<file path="src/rtl/opnd_mem_seq_pkg.sv">
// Shared encodings for the operand memory sequencer: FSM states, error bit
// positions and request direction.
package opnd_mem_seq_pkg;

  typedef enum logic [2:0] {
    SEQ_IDLE   = 3'd0,
    SEQ_REQ    = 3'd1,
    SEQ_RSP    = 3'd2,
    SEQ_OPND   = 3'd3,
    SEQ_WBWAIT = 3'd4,
    SEQ_FIN    = 3'd5
  } seq_state_t;

  localparam int ERR_MISMATCH = 0;
  localparam int ERR_OVERFLOW = 1;
  localparam int ERR_TIMEOUT  = 2;

  localparam logic MEM_RW_WRITE = 1'b1;

  // Access index saturates at 2: slot 2 means "beyond the two hints".
  function automatic logic [1:0] idx_next(input logic [1:0] idx);
    return (idx >= 2'd2) ? 2'd2 : idx + 2'd1;
  endfunction

endpackage

</file>
<file path="src/rtl/opnd_mem_seq_if.sv">
// Single memory port used by the sequencer: one request channel and one
// response strobe.
interface opnd_mem_seq_if #(
  parameter int AW = 32,
  parameter int DW = 32
);
  // Request transfers on a cycle where mem_req_valid && mem_req_ready; the
  // master holds rw/addr/wdata stable and valid high until then. The response
  // is a single-cycle mem_rsp_valid strobe with no back-pressure.
  logic          mem_req_valid;
  logic          mem_req_ready;
  logic          mem_req_rw;
  logic [AW-1:0] mem_req_addr;
  logic [DW-1:0] mem_req_wdata;
  logic          mem_rsp_valid;
  logic [DW-1:0] mem_rsp_data;

  modport master (
    output mem_req_valid, mem_req_rw, mem_req_addr, mem_req_wdata,
    input  mem_req_ready, mem_rsp_valid, mem_rsp_data
  );

  modport slave (
    input  mem_req_valid, mem_req_rw, mem_req_addr, mem_req_wdata,
    output mem_req_ready, mem_rsp_valid, mem_rsp_data
  );

endinterface

</file>
<file path="src/rtl/opnd_mem_seq_hint_check.sv">
// Compares one memory access against the hint slot selected by its issue
// index; index 2 and above has no hint and flags overflow instead.
module opnd_mem_seq_hint_check #(
  parameter int AW = 32,
  parameter int DW = 32
) (
  input  logic [1:0]    idx,
  input  logic          rw,
  input  logic [AW-1:0] addr,
  input  logic [DW-1:0] data,
  input  logic          data_en,
  input  logic          hint1_rw,
  input  logic [AW-1:0] hint1_address,
  input  logic [DW-1:0] hint1_data,
  input  logic          hint2_rw,
  input  logic [AW-1:0] hint2_address,
  input  logic [DW-1:0] hint2_data,
  output logic          mismatch,
  output logic          overflow
);

  logic          sel_rw;
  logic [AW-1:0] sel_addr;
  logic [DW-1:0] sel_data;

  assign sel_rw   = (idx == 2'd0) ? hint1_rw      : hint2_rw;
  assign sel_addr = (idx == 2'd0) ? hint1_address : hint2_address;
  assign sel_data = (idx == 2'd0) ? hint1_data    : hint2_data;

  assign overflow = (idx >= 2'd2);
  assign mismatch = !overflow &&
                    ((rw != sel_rw) || (addr != sel_addr) ||
                     (data_en && (data != sel_data)));

endmodule

</file>
<file path="src/rtl/opnd_mem_seq.sv">
// Issues the operand reads and optional destination write of one decoded step
// over a single memory port, one access at a time, checking each against hints.
module opnd_mem_seq
  import opnd_mem_seq_pkg::*;
#(
  parameter int AW  = 32,
  parameter int DW  = 32,
  parameter int TMO = 64
) (
  input  logic          clk,
  input  logic          rst_n,
  input  logic          start,
  input  logic          rd0_en,
  input  logic [AW-1:0] rd0_addr,
  input  logic          rd1_en,
  input  logic [AW-1:0] rd1_addr,
  input  logic          wr_en,
  input  logic [AW-1:0] wr_addr,
  input  logic          wb_valid,
  input  logic [DW-1:0] wb_data,
  output logic          wb_ready,
  input  logic          hint1_rw,
  input  logic [AW-1:0] hint1_address,
  input  logic [DW-1:0] hint1_data,
  input  logic          hint2_rw,
  input  logic [AW-1:0] hint2_address,
  input  logic [DW-1:0] hint2_data,
  opnd_mem_seq_if.master mem,
  output logic [DW-1:0] opnd0_mem,
  output logic [DW-1:0] opnd1_mem,
  output logic          opnds_valid,
  output logic          busy,
  output logic          done,
  output logic [2:0]    err,
  output seq_state_t    state
);

  localparam int CW = $clog2(TMO + 1);

  seq_state_t    state_q, state_d;
  logic          rd1_en_q, wr_en_q;
  logic [AW-1:0] rd1_addr_q, wr_addr_q;
  logic          req_rw_q;
  logic [AW-1:0] req_addr_q;
  logic [DW-1:0] req_wdata_q;
  logic          rd_sel_q, rd_sel_d;
  logic [1:0]    idx_q;
  logic [CW-1:0] tmo_cnt;
  logic [2:0]    err_q;
  logic [DW-1:0] opnd0_q, opnd1_q;
  logic          ovalid_q;

  logic          req_load, req_wr;
  logic [AW-1:0] req_addr_d;
  logic          hs, rsp, tmo;
  logic          in_rsp, chk_en, mismatch, overflow;
  logic [DW-1:0] chk_data;

  // Handshake checks rw/addr (and wdata for writes); a read's data is only
  // known when its response arrives, so it is checked again then.
  assign in_rsp   = (state_q == SEQ_RSP);
  assign chk_data = in_rsp ? mem.mem_rsp_data : req_wdata_q;
  assign chk_en   = in_rsp ? (req_rw_q != MEM_RW_WRITE) : (req_rw_q == MEM_RW_WRITE);

  opnd_mem_seq_hint_check #(.AW(AW), .DW(DW)) u_hint_check (
    .idx           (idx_q),
    .rw            (req_rw_q),
    .addr          (req_addr_q),
    .data          (chk_data),
    .data_en       (chk_en),
    .hint1_rw      (hint1_rw),
    .hint1_address (hint1_address),
    .hint1_data    (hint1_data),
    .hint2_rw      (hint2_rw),
    .hint2_address (hint2_address),
    .hint2_data    (hint2_data),
    .mismatch      (mismatch),
    .overflow      (overflow)
  );

  always_comb begin
    state_d    = state_q;
    rd_sel_d   = rd_sel_q;
    req_load   = 1'b0;
    req_wr     = 1'b0;
    req_addr_d = '0;
    hs         = 1'b0;
    rsp        = 1'b0;
    tmo        = 1'b0;
    case (state_q)
      SEQ_IDLE: begin
        if (start) begin
          if (rd0_en) begin
            state_d = SEQ_REQ; req_load = 1'b1; req_addr_d = rd0_addr; rd_sel_d = 1'b0;
          end else if (rd1_en) begin
            state_d = SEQ_REQ; req_load = 1'b1; req_addr_d = rd1_addr; rd_sel_d = 1'b1;
          end else begin
            state_d = SEQ_OPND;
          end
        end
      end
      SEQ_REQ: begin
        if (mem.mem_req_ready) begin
          hs      = 1'b1;
          state_d = SEQ_RSP;
        end
      end
      SEQ_RSP: begin
        if (mem.mem_rsp_valid) begin
          rsp = 1'b1;
          if (req_rw_q == MEM_RW_WRITE) begin
            state_d = SEQ_FIN;
          end else if (!rd_sel_q && rd1_en_q) begin
            state_d = SEQ_REQ; req_load = 1'b1; req_addr_d = rd1_addr_q; rd_sel_d = 1'b1;
          end else begin
            state_d = SEQ_OPND;
          end
        end else if (tmo_cnt == CW'(TMO - 1)) begin
          tmo     = 1'b1;
          state_d = SEQ_FIN;
        end
      end
      SEQ_OPND:   state_d = wr_en_q ? SEQ_WBWAIT : SEQ_FIN;
      SEQ_WBWAIT: begin
        if (wb_valid) begin
          state_d = SEQ_REQ; req_load = 1'b1; req_wr = 1'b1; req_addr_d = wr_addr_q;
        end
      end
      SEQ_FIN:    state_d = SEQ_IDLE;
      default:    state_d = SEQ_IDLE;
    endcase
  end

  always_ff @(posedge clk) begin
    if (!rst_n) begin
      state_q     <= SEQ_IDLE;
      rd1_en_q    <= 1'b0;
      wr_en_q     <= 1'b0;
      rd1_addr_q  <= '0;
      wr_addr_q   <= '0;
      req_rw_q    <= 1'b0;
      req_addr_q  <= '0;
      req_wdata_q <= '0;
      rd_sel_q    <= 1'b0;
      idx_q       <= 2'd0;
      tmo_cnt     <= '0;
      err_q       <= '0;
      opnd0_q     <= '0;
      opnd1_q     <= '0;
      ovalid_q    <= 1'b0;
    end else begin
      state_q  <= state_d;
      rd_sel_q <= rd_sel_d;
      if (state_q == SEQ_IDLE && start) begin
        rd1_en_q   <= rd1_en;
        rd1_addr_q <= rd1_addr;
        wr_en_q    <= wr_en;
        wr_addr_q  <= wr_addr;
        err_q      <= '0;
        idx_q      <= 2'd0;
        opnd0_q    <= '0;
        opnd1_q    <= '0;
      end
      if (req_load) begin
        req_rw_q   <= req_wr;
        req_addr_q <= req_addr_d;
        if (req_wr) req_wdata_q <= wb_data;
      end
      if (hs) begin
        tmo_cnt <= '0;
        if (mismatch) err_q[ERR_MISMATCH] <= 1'b1;
        if (overflow) err_q[ERR_OVERFLOW] <= 1'b1;
      end else if (in_rsp && !rsp) begin
        tmo_cnt <= tmo_cnt + CW'(1);
      end
      if (tmo) err_q[ERR_TIMEOUT] <= 1'b1;
      // The index advances on response so the read-data check sees the same slot.
      if (rsp) begin
        if (req_rw_q != MEM_RW_WRITE) begin
          if (rd_sel_q) opnd1_q <= mem.mem_rsp_data;
          else          opnd0_q <= mem.mem_rsp_data;
          if (mismatch) err_q[ERR_MISMATCH] <= 1'b1;
        end
        idx_q <= idx_next(idx_q);
      end
      if (state_q == SEQ_FIN)       ovalid_q <= 1'b0;
      else if (state_d == SEQ_OPND) ovalid_q <= 1'b1;
    end
  end

  assign mem.mem_req_valid = (state_q == SEQ_REQ);
  assign mem.mem_req_rw    = req_rw_q;
  assign mem.mem_req_addr  = req_addr_q;
  assign mem.mem_req_wdata = req_wdata_q;
  assign wb_ready          = (state_q == SEQ_WBWAIT);
  assign busy              = (state_q != SEQ_IDLE);
  assign done              = (state_q == SEQ_FIN);
  assign opnds_valid       = ovalid_q;
  assign opnd0_mem         = opnd0_q;
  assign opnd1_mem         = opnd1_q;
  assign err               = err_q;
  assign state             = state_q;

endmodule

</file>
<file path="src/flat_wrapper.sv">
// flat-port wrapper written by rule: the top's interface ports become plain ports
module opnd_mem_seq_flat import opnd_mem_seq_pkg::*;
#(
  parameter int AW  = 32,
  parameter int DW  = 32,
  parameter int TMO = 64
)
  (clk, rst_n, start, rd0_en, rd0_addr, rd1_en, rd1_addr, wr_en, wr_addr, wb_valid, wb_data, wb_ready, hint1_rw, hint1_address, hint1_data, hint2_rw, hint2_address, hint2_data, opnd0_mem, opnd1_mem, opnds_valid, busy, done, err, state, mem_mem_req_valid, mem_mem_req_rw, mem_mem_req_addr, mem_mem_req_wdata, mem_mem_req_ready, mem_mem_rsp_valid, mem_mem_rsp_data);
  opnd_mem_seq_if #(.AW(AW), .DW(DW)) mem_i ();
  input  logic clk;
  input  logic rst_n;
  input  logic start;
  input  logic rd0_en;
  input  logic [AW-1:0] rd0_addr;
  input  logic rd1_en;
  input  logic [AW-1:0] rd1_addr;
  input  logic wr_en;
  input  logic [AW-1:0] wr_addr;
  input  logic wb_valid;
  input  logic [DW-1:0] wb_data;
  output logic wb_ready;
  input  logic hint1_rw;
  input  logic [AW-1:0] hint1_address;
  input  logic [DW-1:0] hint1_data;
  input  logic hint2_rw;
  input  logic [AW-1:0] hint2_address;
  input  logic [DW-1:0] hint2_data;
  output logic [DW-1:0] opnd0_mem;
  output logic [DW-1:0] opnd1_mem;
  output logic opnds_valid;
  output logic busy;
  output logic done;
  output logic [2:0] err;
  output seq_state_t state;
  output wire logic [$bits(mem_i.mem_req_valid)-1:0] mem_mem_req_valid;
  output wire logic [$bits(mem_i.mem_req_rw)-1:0] mem_mem_req_rw;
  output wire logic [$bits(mem_i.mem_req_addr)-1:0] mem_mem_req_addr;
  output wire logic [$bits(mem_i.mem_req_wdata)-1:0] mem_mem_req_wdata;
  input wire logic [$bits(mem_i.mem_req_ready)-1:0] mem_mem_req_ready;
  input wire logic [$bits(mem_i.mem_rsp_valid)-1:0] mem_mem_rsp_valid;
  input wire logic [$bits(mem_i.mem_rsp_data)-1:0] mem_mem_rsp_data;
  assign mem_mem_req_valid = mem_i.mem_req_valid;
  assign mem_mem_req_rw = mem_i.mem_req_rw;
  assign mem_mem_req_addr = mem_i.mem_req_addr;
  assign mem_mem_req_wdata = mem_i.mem_req_wdata;
  assign mem_i.mem_req_ready = mem_mem_req_ready;
  assign mem_i.mem_rsp_valid = mem_mem_rsp_valid;
  assign mem_i.mem_rsp_data = mem_mem_rsp_data;
  opnd_mem_seq #(.AW(AW), .DW(DW), .TMO(TMO)) u_core (.clk(clk), .rst_n(rst_n), .start(start), .rd0_en(rd0_en), .rd0_addr(rd0_addr), .rd1_en(rd1_en), .rd1_addr(rd1_addr), .wr_en(wr_en), .wr_addr(wr_addr), .wb_valid(wb_valid), .wb_data(wb_data), .wb_ready(wb_ready), .hint1_rw(hint1_rw), .hint1_address(hint1_address), .hint1_data(hint1_data), .hint2_rw(hint2_rw), .hint2_address(hint2_address), .hint2_data(hint2_data), .mem(mem_i), .opnd0_mem(opnd0_mem), .opnd1_mem(opnd1_mem), .opnds_valid(opnds_valid), .busy(busy), .done(done), .err(err), .state(state));
endmodule
</file>
<file path="config.mk">
export PLATFORM = sky130hd
export DESIGN_NAME = opnd_mem_seq_flat
export DESIGN_NICKNAME = d
export VERILOG_FILES = /design/src/rtl/opnd_mem_seq_pkg.sv /design/src/rtl/opnd_mem_seq_if.sv /design/src/rtl/opnd_mem_seq_hint_check.sv /design/src/rtl/opnd_mem_seq.sv /design/src/flat_wrapper.sv
export SDC_FILE = /design/constraint.sdc
export NUM_CORES = 1
export LEC_CHECK = 0
export CAP_MARGIN = 10
export CORE_AREA = 3 3 170 172
export DETAILED_ROUTE_END_ITERATION = 8
export DIE_AREA = 0 0 173 175
export PLACE_DENSITY = 0.83
export SYNTH_ARGS = -nofsm -noshare
export SYNTH_HDL_FRONTEND = slang
export SYNTH_HIERARCHICAL = 1
export SYNTH_SLANG_ARGS = --single-unit
export TNS_END_PERCENT = 10
</file>
<file path="constraint.sdc">
create_clock -name clk -period 4.4 [get_ports clk]
set_input_delay 1.1 -clock clk [delete_from_list [all_inputs] [get_ports clk]]
set_output_delay 1.1 -clock clk [all_outputs]
set_load 0.01 [all_outputs]
</file>
==> flow_metrics.tcl <==
set metrics [dict create \
    ioPinCount 439 \
    synth_area_per_cell_sq_um 7.91 \
    cts_made_buffers 24 \
    die_height_microns 175 \
    grt_pass1_vias 11400 \
    leakage_nw 5.79 \
    period_minus_slack_ps 3560 \
    cts.sinks 212 \
    timing.final.crit_share_pct 81.0 \
    routed-via-count 11900 \
    ys_seq_area_share_pct 39.5 \
    cpMaxStageDelayCell "dfxtp_1" \
    grt_use_total_pct 28.7 \
    hold_buffers 0 \
    overflow 0 \
    grt_first_pass_wirelength_microns 68700 \
    setup_viol 0 \
    switching_share_pct 28.9 \
    p_seq_share_pct 39.5 \
    layout.nets 2045 \
    clkTransAtPathRegs_ps 60 \
    post_cts_buffers 0 \
    core_area_sq_mm 0.0276 \
    ant_nets 0 \
    fmax_mhz 281 \
    slowest_delay_ps 710 \
    criticalPathCategory "flop to primary output" \
    rows 61 \
    synth_seq_cells 212 \
    ys.flop_type "dfxtp_1" \
    wl_per_cell_microns 21.5 \
    cp-end-kind "primary output" \
    rsz0062_at_grt "no" \
    grt_max_degree 89 \
    hold_path.class "flop to flop" \
    htree_levels 1 \
    yosys_warnings 6 \
    status "finished, final reports clean" \
    fin_tns_setup_ps 0 \
    synth_enable_flop_cells 0 \
    die_area_sq_mm 0.0303 \
    grt_antenna_before_repair 9 \
    synthCells 1357 \
    start_util_pct 38.9 \
    crit_arrival_ps 2460 \
    cp_max_fo 16 \
    dp_hpwl_microns 34500 \
    tritoncts "yes" \
    switching_power_mw 1.59 \
    slew_viol_final 0 \
    wl_microns 46200 \
    port_buffers 438 \
    ys_types 73 \
    pwr_density_cell_mw_per_mm2 340 \
    internal-power_mw 3.92 \
    worstMarginPinSlew_ps 904 \
    drtIter0Drc 1040 \
    finalHoldViolCount 0 \
    pwr-share-comb_pct 24.1 \
    hold_depth 2 \
    final_util_pct 58.7 \
    crit_path_start_kind "flop" \
    finClkSkew_ps 14.7 \
    routed_via_density 5.56 \
    synthesis.area_sq_mm 0.0107 \
    chipWidth_microns 173 \
    r2r_cells 11 \
    cp_data_required_time_ps 3300 \
    synthArstFlopShare_pct 0 \
    gp_congestion 0.961 \
    cts-root-buf "clkbuf_16" \
    p_clk_share_pct 36.4 \
    drc 0 \
    clock_tree.buffer_depth 3 \
    ir_drop_uv 316 \
    slew_headroom_pct 39.6 \
    path_cells "inv_1, nor3b_1, clkdlybuf4s50_1" \
    maxCapViolations 0 \
    area_growth_pct 51.1 \
    syn-num-nets 1658 \
    firstDrtPassIters 8 \
    clk_latency_ps 520 \
    ctsResizeCount 0 \
    final_layout_size_suffix_gt1_share_pct 6.54 \
]
[power by group through the flow]
stage                     registers (mW)  logic (mW)  clock network (mW)
after floorplan                     2.19       0.648                   0
after global placement              2.21        1.29                   0
after detailed placement            2.21        1.31                   0
after CTS                           2.17        1.31                2.04
after global routing                2.19        1.42                2.12
final                               2.17        1.33                2.01
[worst max-delay path, delay by kind of cell (launching register included)]
| kind | cells | cell delay [ps] |
|---|---|---|
| buffers and inverters | 2 | 820 |
| and+or+nand+nor | 1 | 410 |
| DFF | 1 | 710 |
[worst paths after layout]
path	end	start	slack (ps)
worst max-delay path	done	u_core/state[2]	840
worst min-delay path	u_core/rd1_en_q	u_core/rd1_en_q	450
worst max register to register	u_core/err[0]	u_core/state[2]	990
worst min register to register	u_core/rd1_en_q	u_core/rd1_en_q	450
[per-layer routing]
metal	wire length [microns]	vias to the layer above	share of wire (%)	GRT usage (%)
met2	22300	671	48	48.7
met3	3670	133	8.0	5.74
met1	18000	5550	39	35.1
li1	-	5558	-	-
met4	2180	2	4.7	13.0
met5	9	-	0.019	0
[flip-flops by register name (all words and copies together), names as in the netlist, 2 cells and up]
signal,flops
u_core/err,3
u_core/idx_q,2
u_core/mem.mem_req_addr,32
u_core/mem.mem_req_wdata,32
u_core/opnd0_mem,32
u_core/opnd1_mem,32
u_core/rd1_addr_q,32
u_core/state,3
u_core/tmo_cnt,7
u_core/wr_addr_q,32
[synthesized netlist by cell type (10+ instances only)]
| master | instances | area (sq um) |
|---|---|---|
| dfxtp_1 | 212 | 4240 |
| nor2_1 | 22 | 82.6 |
| xor2_1 | 37 | 324 |
| mux2_2 | 33 | 372 |
| buf_2 | 23 | 115 |
| a21oi_1 | 175 | 876 |
| mux2i_1 | 41 | 410 |
| nand2_1 | 320 | 1200 |
| nand3_1 | 75 | 375 |
| buf_1 | 10 | 37.5 |
| inv_1 | 56 | 210 |
| a311oi_1 | 33 | 289 |
| o22ai_1 | 15 | 93.8 |
| nor4_1 | 11 | 68.8 |
| clkbuf_1 | 65 | 244 |
| xnor2_1 | 20 | 175 |
| a2bb2oi_1 | 32 | 280 |
| nor3_1 | 40 | 200 |
[metrics by stage]
| stage | hold slack [ps] | power, mW | instances | cell area [sq um] | setup WS [ps] |
|---|---|---|---|---|---|
| final | 451 | 5.51 | 2144 | 16200 | 838 |
| after global routing | 469 | 5.73 | 2144 | 16200 | 704 |
| after CTS | 454 | 5.53 | 2136 | 16200 | 836 |
| after detailed placement | 447 | 3.52 | 2096 | 15400 | 743 |
| after global placement | 440 | 3.50 | 2096 | 15400 | 677 |
| after floorplan | 432 | 2.84 | 1357 | 10700 | 1210 |
[final cells by class]
type,count,area (sq um)
clock buffer,33,696
timing repair buffer,464,4600
sequential,212,4240
fill,2479,11400
antenna,8,20.0
tap,378,473
clock inverter,7,91.3
multi-input combinational,985,5880
inverter,57,219
[kinds of logic (layout without fill, tap and decap cells)]
kind of cell,after synthesis,in the layout,share of synthesized area (%)
buf+inv,160,561,6.18
mux,74,74,7.28
fa+ha+maj,2,2,0.233
other cells,0,8,0
compound gates,331,331,20.2
xor+xnor,57,57,4.65
flops,212,212,39.5
simple gates,521,521,21.9
[placed cells by master (no fill, tap or decap), types with 15 or more instances in the layout]
cell             count
nor2_1              22
nand2_1            319
xnor2_1             20
a21oi_1            175
clkbuf_16           25
buf_4               24
xor2_1              37
mux2i_1             41
nor3_1              39
a2bb2oi_1           32
dfxtp_1            212
o22ai_1             15
inv_1               56
a311oi_1            33
mux2_2              33
clkdlybuf4s50_1    437
nand3_1             75
Power figures use the tool's default switching activity.
==> patch, RTL diff (same settings) <==
Reset style: asynchronous (`rst_n`), changed in one clocked block.
--- a/src/rtl/opnd_mem_seq.sv
+++ b/src/rtl/opnd_mem_seq.sv
@@ -131,7 +131,7 @@
     endcase
   end
 
-  always_ff @(posedge clk) begin
+  always_ff @(posedge clk or negedge rst_n) begin
     if (!rst_n) begin
       state_q     <= SEQ_IDLE;
       rd1_en_q    <= 1'b0;
Check against the original RTL: differs if rst_n is asserted again (counterexample within 4 cycles, from zero or initial values and one cycle with rst_n low); with rst_n held inactive, the same outputs for 4 cycles.
==> patch against the unedited design <==
- area after synthesis is 4.6% higher
- design area increased by 3.4%
- worst hold slack improved by 0.033 ns
- sequential share of layout area rose by 5.5 points
- fmax shrank 3.2%
- setup slack worse by 0.12 ns
- wire length up 2.9%
- largest cell class is now flip-flops and latches
- register-to-register slack got worse by 0.27 ns
- critical path depth grew 7
- sequential cell count unchanged
Power is not compared: it rests on default switching activity, and its combinational part moved more than twofold at a synthesized area within 25%.
==> patch: results (changes against the unedited design) <==
.. list-table::
   :header-rows: 1

   * - Metric
     - Value
   * - Initial antenna violation count
     - 0 (-9)
   * - Hold path startpoint
     - u_core/rd1_addr_q[3]
   * - Most used standard cells in the synthesized netlist
     - nand2_1, dfrtp_1, inv_1, clkbuf_1, nand3_1
   * - Detailed-route via count
     - 11800 (-0.71%)
   * - Post-synth top flop
     - dfrtp_1
   * - Worst Hold Class
     - reg2reg
   * - Flop-to-flop setup slack
     - 0.72 ns (-0.27 ns)
   * - Master cell of the clock root buffer
     - clkbuf_16
   * - Outcome
     - finished clean
   * - Critical register-to-register path endpoint
     - u_core/err[0]
   * - Static Leak
     - 0.00768 uW
   * - Post-Place Cell Area
     - 15800 sq um (+2.8%)
   * - Detailed Routing Iterations Pass 1
     - 7 (-1)
   * - Number of levels in the clock H-tree
     - 1 (unchanged)
   * - Length in cells of the worst reg-to-reg path
     - 10 (-1)
   * - Mean instance size in the synthesized netlist
     - 8.68 sq um (+9.7%)
   * - Peak supply drop
     - 0.364 mV
   * - Post-cts resize count
     - 0 (unchanged)
   * - Total placed cells including tap cells
     - 2041 (-2.6%)
   * - Non-filler instance count after layout
     - 2084 (-2.8%)
   * - Final weighted congestion in routability-driven placement
     - 0.950 (-1.1%)
   * - Maximum number of pins on one net before global-route repair
     - 134 (+51%)
   * - Routed length per placed instance
     - 22.8 um (+5.9%)
   * - Count of fill cells added during filler insertion
     - 2365 (-4.6%)
   * - Startpoint of the worst-slack reg-to-reg timing path
     - u_core/state[2]
   * - Largest fanout of any net on the critical path
     - 19 (+3)
   * - Number of antenna repair diodes
     - 0 (-8)
   * - Cells taking the most area after synthesis
     - dfrtp_1, nand2_1, mux2_2
   * - Total of buffers placed on input and output ports
     - 438 (unchanged)
   * - Async S/R FF share, synth
     - 1.00 (+1.00)
   * - Clock-pin slew on the worst setup and hold paths
     - 0.06 ns (about the same)
   * - Startpoint type of the worst setup path
     - flop
   * - Maximum clock path buffer count
     - 3 (unchanged)
   * - Crit path DAT
     - 4.09 ns (+1.63 ns)
   * - Biggest cell delay along the critical path
     - 0.76 ns (+0.05 ns)
   * - Number of nets in the synthesized netlist
     - 1595 (-3.8%)
   * - First-pass GRT wire length
     - 71900 um (+4.6%)
   * - Post-synth cell types
     - 72 (-1.4%)
   * - Worst Skew
     - 0.0162 ns (+0.00148 ns)
   * - Layout Area Growth over Synthesis
     - 49.3%
   * - Post-CTS Setup Repair Bufs
     - 0 (unchanged)
   * - Sequential area share after synthesis
     - 0.472 (+0.0770)
   * - Hold path endpoint
     - u_core/rd1_addr_q[3]
   * - Number of cells on the worst hold path
     - 2 (unchanged)
   * - Half-perimeter wire length after placement
     - 35600 um (+3.1%)
   * - Actual transition at the worst max-transition pin
     - 1.03 ns (+0.129 ns)
   * - Fraction of layout instances using a drive strength above 1
     - 0.0639 (-0.00152)
   * - Total global-route track usage
     - 0.304 (+0.0176)
   * - Detailed router's first-iteration violation count
     - 1280 (+23%)
   * - Number of buffers inserted during clock tree synthesis
     - 24 (unchanged)
   * - Cell with the biggest individual delay on the critical path
     - or3b_2
## patch: cell type report
class,instances,area share
sequential,212,0.316
timing repair buffer,456,0.272
tap,378,0.0282
inverter,57,0.0128
multi-input combinational,938,0.316
clock inverter,10,0.0128
clock buffer,33,0.0421
## patch: worst max path at each step
stage,end,depth (start not counted),slack [ns]
floorplan,u_core/err[0],13,1.27
global placement,u_core/err[0],10,0.57
detailed placement,u_core/err[0],10,0.58
CTS,u_core/err[0],10,0.71
global route,u_core/err[0],10,0.56
finish,u_core/err[0],10,0.72
## patch: report_power, final
part	internal, uW	switching, uW
registers	2780	746
logic	2230	2550
clock network	1470	831
## patch: logic make-up after synthesis
logic type / count (synthesis) / share of synthesized area
AO/OA/AOI/OAI: 196 / 0.137
XOR/XNOR: 57 / 0.0444
AND/OR/NAND/NOR: 643 / 0.245
multiplexers: 40 / 0.0392
buffers and inverters: 144 / 0.0592
flip-flops: 212 / 0.472
adder cells (fa/ha/maj): 2 / 0.00223
## patch: per-stage QoR
step                worst slack [ns]  hold slack (ns)
floorplan                       1.27            0.445
global placement               0.569            0.456
detailed placement             0.582            0.463
CTS                            0.707            0.478
global route                   0.560            0.496
finish                         0.719            0.484
## patch: metal layers
layer / track usage / vias up / share of wire / wire [um]
met2: 0.542 / 765 / 0.50 / 23800
met1: 0.360 / 5692 / 0.36 / 17200
met3: 0.0598 / 123 / 0.089 / 4220
li1: - / 5249 / - / -
met4: 0.126 / 0 / 0.048 / 2280
met5: 0 / - / 0 / 0
## patch: worst max-delay path, delay by kind of cell (launching register included)
kind,cells,cell delay [ns]
buffers and inverters,1,0.34
AO/OA/AOI/OAI,7,1.58
flip-flops,1,0.53
AND/OR/NAND/NOR,1,0.76
multiplexers,1,0.34
